`src/rtl/sprite_pkg.sv`:
```
// Shared constants and types for the sprite list loader and its frame-sync helpers.
package sprite_pkg;
  localparam int N_SPRITES = 20;
  localparam int ENTRY_W   = 24;
  localparam int BUS_W     = 512;

  localparam logic [4:0] ADDR_CTRL   = 5'd20;
  localparam logic [4:0] ADDR_STATUS = 5'd21;

  localparam int CTRL_COMMIT_BIT = 0;
  localparam int CTRL_CLEAR_BIT  = 1;

  typedef struct packed {
    logic [9:0] x;
    logic [9:0] y;
    logic [3:0] id;
  } sprite_entry_t;

  typedef enum logic [1:0] {
    IDLE   = 2'd0,
    ARMED  = 2'd1,
    COMMIT = 2'd2
  } loader_state_t;
endpackage

```
`src/rtl/vblank_edge_detect.sv`:
```
// Registers the active-low vertical sync once and pulses on its falling edge.
module vblank_edge_detect (
  input  logic i_clk,
  input  logic i_reset,
  input  logic i_vs,
  output logic o_vblank_start
);
  logic r_vs_d;

  // Reset low so a sync held low through reset is not mistaken for a new frame.
  always_ff @(posedge i_clk) begin
    if (i_reset) r_vs_d <= 1'b0;
    else         r_vs_d <= i_vs;
  end

  assign o_vblank_start = r_vs_d & ~i_vs;
endmodule

```
`src/rtl/sprite_list_loader.sv`:
```
// Avalon-MM shadow sprite list, committed atomically to the display stage at vblank start.
module sprite_list_loader
  import sprite_pkg::*;
(
  input  logic             clk,
  input  logic             reset,
  input  logic             chipselect,
  input  logic             write,
  input  logic             read,
  input  logic [4:0]       address,
  input  logic [31:0]      writedata,
  output logic [31:0]      readdata,
  input  logic             vga_vs,
  output logic [BUS_W-1:0] gl_out,
  output logic             gl_write,
  output logic [1:0]       dbg_state
);
  sprite_entry_t   r_shadow [N_SPRITES];
  loader_state_t   r_state;
  loader_state_t   w_state_next;
  logic [15:0]     r_frame_cnt;
  logic [BUS_W-1:0] w_packed;
  logic [31:0]     w_rdata;
  logic            w_wr;
  logic            w_rd;
  logic            w_ctrl_wr;
  logic            w_commit_req;
  logic            w_clear;
  logic            w_vblank_start;
  logic            w_do_commit;
  logic            w_pending;
  logic            w_unused_ok;

  vblank_edge_detect u_vblank (
    .i_clk          (clk),
    .i_reset        (reset),
    .i_vs           (vga_vs),
    .o_vblank_start (w_vblank_start)
  );

  assign w_wr         = chipselect & write;
  assign w_rd         = chipselect & read;
  assign w_ctrl_wr    = w_wr && (address == ADDR_CTRL);
  assign w_commit_req = w_ctrl_wr & writedata[CTRL_COMMIT_BIT];
  assign w_clear      = w_ctrl_wr & writedata[CTRL_CLEAR_BIT];
  assign w_pending    = (r_state == ARMED);
  assign dbg_state    = r_state;
  assign w_unused_ok  = &{1'b0, writedata[31:ENTRY_W]};

  always_ff @(posedge clk) begin
    if (reset || w_clear) begin
      for (int k = 0; k < N_SPRITES; k++) r_shadow[k] <= '0;
    end else if (w_wr) begin
      for (int k = 0; k < N_SPRITES; k++) begin
        if (address == 5'(k)) r_shadow[k] <= writedata[ENTRY_W-1:0];
      end
    end
  end

  always_comb begin
    w_packed = '0;
    for (int k = 0; k < N_SPRITES; k++) w_packed[k*ENTRY_W +: ENTRY_W] = r_shadow[k];
  end

  // The commit decision is taken in the vblank_start cycle itself, so the captured
  // list is the shadow as it stood at the start of that cycle.
  always_comb begin
    w_state_next = r_state;
    w_do_commit  = 1'b0;
    case (r_state)
      IDLE:   if (w_commit_req) w_state_next = ARMED;
      ARMED: begin
        if (w_vblank_start) begin
          w_state_next = COMMIT;
          w_do_commit  = 1'b1;
        end
      end
      COMMIT: w_state_next = w_commit_req ? ARMED : IDLE;
      default: w_state_next = IDLE;
    endcase
  end

  always_ff @(posedge clk) begin
    if (reset) begin
      r_state     <= IDLE;
      gl_out      <= '0;
      gl_write    <= 1'b0;
      r_frame_cnt <= '0;
    end else begin
      r_state  <= w_state_next;
      gl_write <= w_do_commit;
      if (w_do_commit) begin
        gl_out      <= w_packed;
        r_frame_cnt <= r_frame_cnt + 16'd1;
      end
    end
  end

  always_comb begin
    w_rdata = '0;
    for (int k = 0; k < N_SPRITES; k++) begin
      if (address == 5'(k)) w_rdata = {8'h00, r_shadow[k]};
    end
    if (address == ADDR_STATUS) w_rdata = {r_frame_cnt, 15'h0000, w_pending};
  end

  always_ff @(posedge clk) begin
    if (reset)     readdata <= '0;
    else if (w_rd) readdata <= w_rdata;
  end
endmodule

```
`config.mk`:
```
export PLATFORM = sky130hd
export DESIGN_NAME = sprite_list_loader
export DESIGN_NICKNAME = d
export VERILOG_FILES = /design/src/rtl/sprite_pkg.sv /design/src/rtl/vblank_edge_detect.sv /design/src/rtl/sprite_list_loader.sv
export SDC_FILE = /design/constraint.sdc
export NUM_CORES = 2
export LEC_CHECK = 0
export ABC_AREA = 1
export CAP_MARGIN = 0
export CORE_ASPECT_RATIO = 0.6
export CORE_MARGIN = 5
export CORE_UTILIZATION = 54
export DETAILED_ROUTE_END_ITERATION = 8
export GPL_ROUTABILITY_DRIVEN = 0
export PLACE_DENSITY = 0.8
export SYNTH_ARGS = -nofsm -noshare
export SYNTH_HDL_FRONTEND = slang
export SYNTH_SLANG_ARGS = --single-unit
```
`constraint.sdc`:
```
create_clock -name clk -period 4.55 [get_ports clk]
set_clock_uncertainty 0.1 [all_clocks]
set_input_delay 1.1375 -clock clk [delete_from_list [all_inputs] [get_ports clk]]
set_output_delay 1.1375 -clock clk [all_outputs]
set_load 0.05 [all_outputs]
```
==> qor.csv <==
stage;metric;value;unit
cells_and_area;Multi-input gate area;12000;sq um
drt;WL/cell;26.7;microns
logic_synthesis;synthesized netlist cell count;4387;
logic_synthesis;syn avg cell area;9.00;sq um
clock_network;post-CTS sizing;0;
timing;fin crit share;93.7;%
clock_network;post-CTS setup buffers;0;
clock_network;CTS H-Tree Depth;3;
timing;RSZ-0062 raised after global routing;no;
clock_network;Clock Latency Late Sink;0.66;ns
timing;hold_ws;0.372;ns
placement;dpl hpwl;115000;microns
worst_setup_path;critical path class;primary input to flip-flop;
global_route;antenna violations before repair;17;
cells_and_area;P&R area growth vs syn;26.7;%
die;Initial Util;54.8;%
placement;port buffer count;549;
run_status;status;completed;
clock_network;total CTS buffers;89;
worst_setup_path;CP max FO;14;
clock_network;CTS Sinks;1012;
power_and_ir_drop;power share of the clock group;40.8;%
power_and_ir_drop;combinational power share;7.4;%
drt;vias per cell;5.95;
global_route;largest net degree at the start of global routing;209;
power_and_ir_drop;static leakage;0.0187;uW
cells_and_area;layout cells sized above 1;8.63;%
worst_setup_path;crit path DAT;4.73;ns
drt;DRC Markers;0;
die;Die X;359;microns
power_and_ir_drop;switching power;4800;uW
clock_network;Longest Clk Path Bufs;3;
clock_network;clock-pin slew on the worst setup and hold paths;0.07;ns
clock_network;Hold-fix buffers, CTS;0;
logic_synthesis;Seq/Total Area, Yosys;63.4;%
clock_network;CTS tree;yes;
global_route;gr ovfl total;0;
timing;Worst-Margin Slew;1.12;ns
clock_network;root buf cell;clkbuf_16;
power_and_ir_drop;PD cells;386;nW/um^2
power_and_ir_drop;internal cell power;14500;uW
die;Ports;590;
drt;total number of vias;36000;
power_and_ir_drop;share of power burned in registers;51.8;%
timing;# setup viols final;0;
timing;Worst slew margin;25.1;%
drt;first drt pass iteration count;7;
global_route;vias in the first global route;33000;
drt;Routed WL;161000;microns
placement;Placed Instance Area;47100;sq um
worst_setup_path;Worst EP required;5.01;ns
drt;post-route antenna net violation count;0;
logic_synthesis;Synth Cell Area;39500;sq um
logic_synthesis;number of unique standard cell types used by synthesis;36;
die;Site Rows;76;
die;die area;78800;sq um
cells_and_area;Final nets;5030;
cells_and_area;final instance area;50100;sq um
timing;FMAX;234;MHz
logic_synthesis;Yosys warnings;0;
timing;Final WS setup;0.285;ns
worst_setup_path;CP Capture Type;flip-flop;
global_route;Total GRT Usage;39.1;%
timing;Fin Setup TNS;0;ns
timing;Slew Limit Fails;0;
cells_and_area;Util after Layout;69.5;%
die;Core Region;72100;sq um
die;Die H;220;microns
cells_and_area;fill count;5403;
job;max_cap viols;0;
global_route;first-pass GRT wire length;224000;microns
worst_setup_path;CP Launch Type;primary input;
timing;min cycle time layout;4.26;ns
power_and_ir_drop;Sw Ratio;24.8;%
cells_and_area;Storage cell area;25100;sq um
power_and_ir_drop;Max VDD drop;0.286;mV
timing;final hold violations;0;
logic_synthesis;Seq cells post-synth;1012;
drt;DRT iter0 DRCs;7240;
placement;pre-CTS WS;0.0187;ns
min_path;Hold Path Class;flip-flop to flip-flop;
==> sequential cells by signal, indices dropped and copies added (netlist names) <==
name	cells
dbg_state	2
gl_out	480
gl_write	1
r_frame_cnt	16
r_shadow	480
readdata	32
u_vblank.r_vs_d	1
==> power groups by stage <==
stage / registers [uW] / clock network (uW) / logic, uW
after floorplan: 10100 / 0 / 566
after global placement: 10200 / 0 / 1290
after detailed placement: 10200 / 0 / 1310
after CTS: 9970 / 7840 / 1320
after global routing: 10000 / 8250 / 1430
final: 10000 / 7880 / 1440
==> per-layer routing <==
metal | GRT usage (%) | vias to the layer above | wire, microns | part of all wire, %
met5 | 2.21 | - | 412 | 0.26
met4 | 16.4 | 24 | 8550 | 5.3
met3 | 23.2 | 579 | 32900 | 20
met2 | 53.3 | 3121 | 63400 | 39
met1 | 50.3 | 16800 | 56000 | 35
li1 | - | 15400 | - | -
==> synthesized netlist by cell type, drive strengths merged <==
cell type  count  share of area (%)
nand2        489                4.7
o21ai        568                7.2
clkinv         3              0.032
inv          326                3.1
a211oi         6               0.11
nor4           1              0.032
a21oi        242                3.1
edfxtp       480                 36
nor3          33               0.42
dfxtp        532                 27
nand3b         6               0.11
o21a           2              0.038
ha             1              0.032
buf           95                1.5
nor2        1236                 12
or4            1              0.019
clkbuf       214                2.0
nand4         73                1.2
or2           16               0.25
a31oi          1              0.016
nor3b          2              0.051
nand3         59               0.76
conb           1             0.0095
==> path summary, 6_finish.rpt <==
check	from	end	slack, ns	depth (start not counted)
setup / recovery	address[1]	readdata[22]	0.29	22
hold / removal	readdata[12]	readdata[12]	0.37	2
setup reg to reg	r_shadow[0][0]	readdata[0]	1.37	14
hold reg to reg	readdata[12]	readdata[12]	0.37	2
==> logic make-up (layout without fill, tap and decap cells) <==
family | Yosys count | in the layout | share of synthesized area, %
simple gates | 1916 | 1916 | 19.5
flops | 1012 | 1012 | 63.4
compound gates | 819 | 819 | 10.4
buf+inv | 638 | 1282 | 6.62
fa+ha+maj | 1 | 1 | 0.0317
other cells | 1 | 38 | 0.00949
==> cell type report <==
cell class	count	area share, %
Tap cell	975	2.44
Clock buffer	135	5.33
Inverter	329	2.50
Antenna cell	6	0.0300
Sequential cell	1012	50.1
Timing Repair Buffer	786	15.1
Clock inverter	32	0.652
Multi-Input combinational cell	2768	23.9
==> metrics by stage <==
step / total power, uW / std cells
2_1_floorplan: 10700 / 4418
3_3_place_gp: 11500 / 5870
3_5_place_dp: 11500 / 5870
4_1_cts: 19100 / 6037
5_1_grt: 19700 / 6040
6_report: 19300 / 6043
==> worst max-delay path, cell delays in order <==
cell and delay [ns]:
clkdlybuf4s50_1 0.66, nor2_4 0.05, nand2_1 0.09, nor2_1 0.05
buf_4 0.21, buf_4 0.18, nand2_1 0.06, o21ai_1 0.07
nor2_1 0.28, buf_4 0.18, nand4_1 0.20, nor2_1 0.22
nand4_1 0.21, nor2_1 0.26, nand4_1 0.11, buf_4 0.20
nand2_1 0.08, nand3_1 0.10, nand2_1 0.16, nand4_1 0.11
nand2_1 0.08, inv_1 0.04
==> placed cells by master (no fill, tap or decap), drive strengths merged <==
| master | count |
|---|---|
| diode | 6 |
| nor3b | 2 |
| nand3b | 6 |
| nor4 | 1 |
| edfxtp | 480 |
| buf | 237 |
| nand2 | 489 |
| nor2 | 1236 |
| a31oi | 1 |
| inv | 330 |
| clkinv | 21 |
| nand4 | 73 |
| nor3 | 33 |
| conb | 32 |
| clkdlybuf4s50 | 549 |
| dfxtp | 532 |
| o21a | 2 |
| a211oi | 6 |
| or2 | 16 |
| nand3 | 59 |
| a21oi | 242 |
| or4 | 1 |
| o21ai | 568 |
| clkbuf | 135 |
| clkinvlp | 4 |
| bufinv | 6 |
| ha | 1 |
Note: power is estimated with default switching activity, not from simulation.
